==> config.mk <==
export PLATFORM = sky130hd
export DESIGN_NAME = parity_share_ctrl
export DESIGN_NICKNAME = d
export VERILOG_FILES = /design/src/rtl/parity_share_pkg.sv /design/src/rtl/parity_share_ctrl_parity3.sv /design/src/rtl/parity_share_ctrl.sv
export SDC_FILE = /design/constraint.sdc
export NUM_CORES = 1
export LEC_CHECK = 0
export CAP_MARGIN = 20
export CELL_PAD_IN_SITES_DETAIL_PLACEMENT = 0
export CELL_PAD_IN_SITES_GLOBAL_PLACEMENT = 1
export CORE_UTILIZATION = 40
export CTS_BUF_LIST = sky130_fd_sc_hd__clkbuf_2
export DETAILED_ROUTE_END_ITERATION = 12
export DONT_BUFFER_PORTS = 1
export GPL_ROUTABILITY_DRIVEN = 1
export GPL_TIMING_DRIVEN = 0
export PLACE_DENSITY = 0.67
export SKIP_CTS_REPAIR_TIMING = 1
export SLEW_MARGIN = 20
export SYNTH_ARGS = -nofsm -noshare
export SYNTH_HDL_FRONTEND = slang
export SYNTH_SLANG_ARGS = --single-unit
export TNS_END_PERCENT = 30
==> constraint.sdc <==
create_clock -name clk -period 2.4 [get_ports clk]
set_input_delay 0.48 -clock clk [delete_from_list [all_inputs] [get_ports clk]]
set_output_delay 0.48 -clock clk [all_outputs]
set_load 0.01 [all_outputs]
==> src/rtl/parity_share_pkg.sv <==
// Shared types and constants for the round-robin parity sharing controller.
package parity_share_pkg;

  localparam int unsigned NREQ_DEF = 4;
  localparam int unsigned W_DEF    = 1;
  localparam int unsigned OPCNT_W  = 16;
  localparam int unsigned MAXREQ   = 8;
  localparam int unsigned MAXIDW   = 3;

  typedef enum logic [1:0] {IDLE, CALC, HOLD} state_t;

  typedef struct packed {
    logic              found;
    logic [MAXIDW-1:0] idx;
  } rr_pick_t;

  // First requester with valid set, searching upward from ptr with wrap at nreq.
  function automatic rr_pick_t rr_pick(input logic [MAXREQ-1:0] valid,
                                       input logic [MAXIDW-1:0] ptr,
                                       input int unsigned       nreq);
    rr_pick_t    res;
    int unsigned cand;
    res = '0;
    for (int unsigned k = 0; k < MAXREQ; k++) begin
      cand = (32'(ptr) + k) % nreq;
      if (!res.found && (k < nreq) && valid[cand[MAXIDW-1:0]]) begin
        res.found = 1'b1;
        res.idx   = cand[MAXIDW-1:0];
      end
    end
    return res;
  endfunction

endpackage

==> src/rtl/parity_share_ctrl_parity3.sv <==
// Shared bitwise three-input parity datapath.
module parity3 #(
  parameter int unsigned W = 1
) (
  input  logic [W-1:0] a,
  input  logic [W-1:0] b,
  input  logic [W-1:0] c,
  output logic [W-1:0] y
);

  assign y = a ^ b ^ c;

endmodule

==> src/rtl/parity_share_ctrl.sv <==
// Round-robin arbiter that time-shares one parity3 unit among NREQ requesters
// and returns tagged results over a valid/ready response channel.
module parity_share_ctrl
  import parity_share_pkg::*;
#(
  parameter int unsigned NREQ = NREQ_DEF,
  parameter int unsigned W    = W_DEF,
  parameter int unsigned IDW  = $clog2(NREQ)
) (
  input  logic               clk,
  input  logic               rst_n,
  input  logic [NREQ-1:0]    req_valid,
  output logic [NREQ-1:0]    req_ready,
  input  logic [NREQ*W-1:0]  req_a,
  input  logic [NREQ*W-1:0]  req_b,
  input  logic [NREQ*W-1:0]  req_c,
  output logic               rsp_valid,
  input  logic               rsp_ready,
  output logic [IDW-1:0]     rsp_id,
  output logic [W-1:0]       rsp_y,
  output logic [OPCNT_W-1:0] op_count
);

  state_t         state_q, state_d;
  rr_pick_t       pick;
  logic           pick_found;
  logic [IDW-1:0] pick_idx;
  logic [IDW-1:0] rr_ptr;
  logic [IDW-1:0] gnt_id;
  logic [W-1:0]   sel_a, sel_b, sel_c;
  logic [W-1:0]   op_a, op_b, op_c;
  logic [W-1:0]   par_y;
  logic           accept;
  logic           rsp_hs;

  assign pick       = rr_pick(MAXREQ'(req_valid), MAXIDW'(rr_ptr), NREQ);
  assign pick_found = pick.found;
  assign pick_idx   = IDW'(pick.idx);

  // Operand mux for the requester currently being offered the grant.
  always_comb begin
    sel_a = '0;
    sel_b = '0;
    sel_c = '0;
    for (int unsigned i = 0; i < NREQ; i++) begin
      if (pick_idx == IDW'(i)) begin
        sel_a = req_a[i*W +: W];
        sel_b = req_b[i*W +: W];
        sel_c = req_c[i*W +: W];
      end
    end
  end

  always_ff @(posedge clk or negedge rst_n) begin
    if (!rst_n) state_q <= IDLE;
    else        state_q <= state_d;
  end

  // Next state and handshake strobes; req_ready is held low while in reset.
  always_comb begin
    state_d   = state_q;
    req_ready = '0;
    accept    = 1'b0;
    rsp_hs    = 1'b0;
    unique case (state_q)
      IDLE: begin
        if (pick_found && rst_n) begin
          req_ready[pick_idx] = 1'b1;
          accept              = 1'b1;
          state_d             = CALC;
        end
      end
      CALC: state_d = HOLD;
      HOLD: begin
        if (rsp_ready) begin
          rsp_hs  = 1'b1;
          state_d = IDLE;
        end
      end
      default: state_d = IDLE;
    endcase
  end

  parity3 #(.W(W)) u_parity3 (
    .a (op_a),
    .b (op_b),
    .c (op_c),
    .y (par_y)
  );

  // Operand capture, response registers, pointer and completion counter.
  always_ff @(posedge clk or negedge rst_n) begin
    if (!rst_n) begin
      op_a      <= '0;
      op_b      <= '0;
      op_c      <= '0;
      gnt_id    <= '0;
      rr_ptr    <= '0;
      rsp_valid <= 1'b0;
      rsp_y     <= '0;
      rsp_id    <= '0;
      op_count  <= '0;
    end else begin
      if (accept) begin
        op_a   <= sel_a;
        op_b   <= sel_b;
        op_c   <= sel_c;
        gnt_id <= pick_idx;
      end
      if (state_q == CALC) begin
        rsp_y     <= par_y;
        rsp_id    <= gnt_id;
        rsp_valid <= 1'b1;
      end
      if (rsp_hs) begin
        rsp_valid <= 1'b0;
        rr_ptr    <= (gnt_id == IDW'(NREQ - 1)) ? '0 : gnt_id + IDW'(1);
        if (op_count != '1) op_count <= op_count + OPCNT_W'(1);
      end
    end
  end

endmodule

==> summary by stage <==
Route
The iteration count of the initial detailed-routing pass is 4. The overall via count from detail_route is 1044. The wire length per cell is 14.6 um.

The via density per instance is 5.41. The aggregate routed wire length is 2830 um. The DRC marker count from the first detailed-route iteration is 43. The DRC violation count after routing is 0. The count of nets left with antenna violations once routing finished came out at 0.

Hold path
The startpoint of the worst hold path is rsp_ready. The worst hold path belongs to the class in -> reg. The count of cells along the worst hold path is 1. For hold timing, the worst endpoint is state_q[1].

Logic synthesis
The count of state elements after synthesis is 29. Yosys printed 0 warnings. Summing every instance area after synthesis gives 1460 sq um. The gate count of the mapped netlist is 136.

The post-synthesis average cell area is 10.7 sq um. The sequential area share after synthesis is 0.498. Counting flops with an async set or reset pin after synthesis yields a share of 1.00. Counting flops with a built-in enable in the synthesized netlist gives 0. The number of nets in the synthesized netlist is 157. The netlist uses 35 different library cells.

The dominant register cell in the synthesized netlist is dfrtp_1.

Global route
The number of antenna violations at the first check in global routing is 0. The sum of overflow across all layers after global routing is 0. Across every metal layer, demand over resource in global routing totals 0.158.

The maximum number of pins on one net before global-route repair is 31. The number of global-route vias before repair was roughly 1000. The first global-routing pass estimated 4690 um of wire.

Pwr
The register share of total power is 0.505. The clock network fraction of design power is 0.221. The power density normalized to cell area is 982 nW/um^2. In this run the static leakage power is 0.757 nW. Of the total power, the share spent switching nets is 0.356. The share of total power dissipated in combinational logic is 0.274. The largest voltage drop on the vdd net is 0.465 mV. The cell-internal power is between 1 and 1.5 mW. The switching power summed over all nets is 0.566 mW.

Worst setup path
The setup path with the least slack is of type reg -> out. The data arrival at the endpoint of the critical path is 1.72 ns. The endpoint identified for the worst register-to-register timing path is op_count[1]. STA puts the critical path data required time at 1.92 ns. The reg2reg setup slack is 0.48 ns. The number of cells on the worst reg-to-reg path is 5. The timing startpoint of the critical path is rr_ptr[0]. The category of the worst setup path capture point is an output port. In this run the worst path has a maximum fanout of 5.

The worst register-to-register path begins at op_count[0]. STA classifies the critical path startpoint as a register.

Floorplanning
The floorplan has 21 rows. The die footprint is 3890 sq um. The effective utilization at floorplan is 0.426. The core footprint is ~3400 sq um. The width of the die is 62.3 um. The chip height is between 60 and 70 um. The top-level port count is 43.

Run
Across the run, the number of max-cap violations was 0.

STA
The final-layout worst hold slack is between 0.15 and 0.2 ns. The worst slew slack as a fraction of its limit is 0.743. The shortest period the worst path allows is 2.20 ns. The number of setup violations in the final report is 0. After routing, the total negative slack on setup checks comes to 0 ns.

Setup repair after global routing left no endpoint under its margin. Between clock sinks in the finished design, the worst skew comes to 0.0186 ns. The pin slew with the least headroom to its limit is 0.386 ns. The peak clock frequency supported by timing is between 400 and 500 MHz. The max-slew violation total from the final report is 0. Dividing the final minimum period by the clock period gives 0.915.

The final-report hold violation count is 0.

Placement
After detailed placement, the total cell area comes to ~1500 sq um. During placement, the flow inserted port buffers numbering 0. The post-placement cell count is 182.

The final RePlAce weighted congestion is about 0.70. Detailed placement finished with a half-perimeter wire length of 1970 um.

Clock tree
In this run the clock root is driven by a clkbuf_2. In this run, CTS created clock tree buffers numbering 5. The clock transition time at the flip-flop clock pins of the worst setup and hold paths is 0.16 ns. The number of buffers on the longest clock path is 2. The number of clock sinks seen by CTS is 29. The source-to-sink clock delay at the later pin of the worst-skew pair is 0.36 ns. TritonCTS built the clock tree. The H-tree was split into 2 levels.

Layout
The number of antenna diodes in the final layout is 0. The fraction of final layout cells sized beyond drive strength 1 is 0.156. Summing all non-filler instances in the final layout gives an area of 1620 sq um. The synthesis-to-finish area growth is 11.1%. Leaving out filler cells and counting taps, the final layout contains 193. The layout net count is around 170.

Run status
The run finished with clean final reports.
## final cells by class
class / instances / area [sq um]
Fill cell: 352 / 1800
Tap cell: 46 / 57.6
Timing Repair Buffer: 3 / 37.5
Sequential cell: 29 / 726
Inverter: 4 / 15.0
Buffer: 1 / 5.00
Clock buffer: 6 / 30.0
Multi-Input combinational cell: 102 / 713
Clock inverter: 2 / 33.8
## registers in the layout, summed over array words and instances (netlist names)
signal	count
state_q	2
op_c	1
op_b	1
rsp_valid	1
op_count	16
rsp_id	2
rsp_y	1
rr_ptr	2
op_a	1
gnt_id	2
## Yosys cell counts, types with 2 or more instances
master	n	area (sq um)
dfrtp_1	29	726
nand2b_1	5	31.3
a21oi_1	5	25.0
xnor2_1	9	78.8
mux2i_1	6	60.1
o21ai_0	4	20.0
nand4_1	4	25.0
nor3_1	3	15.0
nor2_1	11	41.3
mux2_2	4	45.0
inv_1	3	11.3
and3_1	3	18.8
ha_1	2	25.0
xor2_1	7	61.3
nand3_1	3	15.0
nand2_1	17	63.8
o221ai_1	3	26.3
## cell usage in the layout (no fill, tap or decap), types with 5 or more instances in the layout
cell      count
dfrtp_1      29
nand2_1      17
nor2_1       11
xnor2_1       9
xor2_1        7
mux2i_1       6
clkbuf_2      6
a21oi_1       5
## cells by family (layout without fill, tap and decap cells)
kind of cell,count (synthesis),in the layout,synth area share
AND/OR/NAND/NOR,56,56,0.210
flip-flops,29,29,0.498
adder cells (fa/ha/maj),2,2,0.0172
multiplexers,10,10,0.0722
AO/OA/AOI/OAI,18,18,0.0928
buffers and inverters,5,16,0.0137
XOR/XNOR,16,16,0.0962
## worst max path at each step
stage                    to  slack [ns]
3_3_place_gp   req_ready[0]        0.36
4_1_cts        req_ready[3]        0.05
5_1_grt        req_ready[0]        0.02
3_5_place_dp   req_ready[0]        0.35
2_1_floorplan  req_ready[0]        0.51
6_report       req_ready[0]        0.20
## metal layers
layer	global-route usage	wire length [um]
met3	0.0735	226
met2	0.261	1270
met4	0.0698	55
met1	0.174	1280
met5	0	0
## metrics by stage
step	power, mW	util	worst slack [ns]
final	1.59	0.474	0.205
after global routing	1.71	0.474	0.0240
after CTS	1.59	0.462	0.0529
after detailed placement	1.23	0.443	0.355
after global placement	1.21	0.443	0.364
after floorplan	1.13	-	0.506
## power groups by stage
stage	sequential, mW	combinational (mW)	clock [mW]
floorplan	0.775	0.353	0
global placement	0.809	0.398	0
detailed placement	0.814	0.418	0
CTS	0.804	0.419	0.367
global route	0.823	0.496	0.387
finish	0.802	0.435	0.351
## worst max-delay path: stages, from the launching register on
cell and delay [ns]:
dfrtp_1 0.41, inv_1 0.09, a22o_1 0.21, a211oi_1 0.34
nand2b_2 0.24, nor2b_1 0.09
Note: power is estimated with default switching activity, not from simulation.
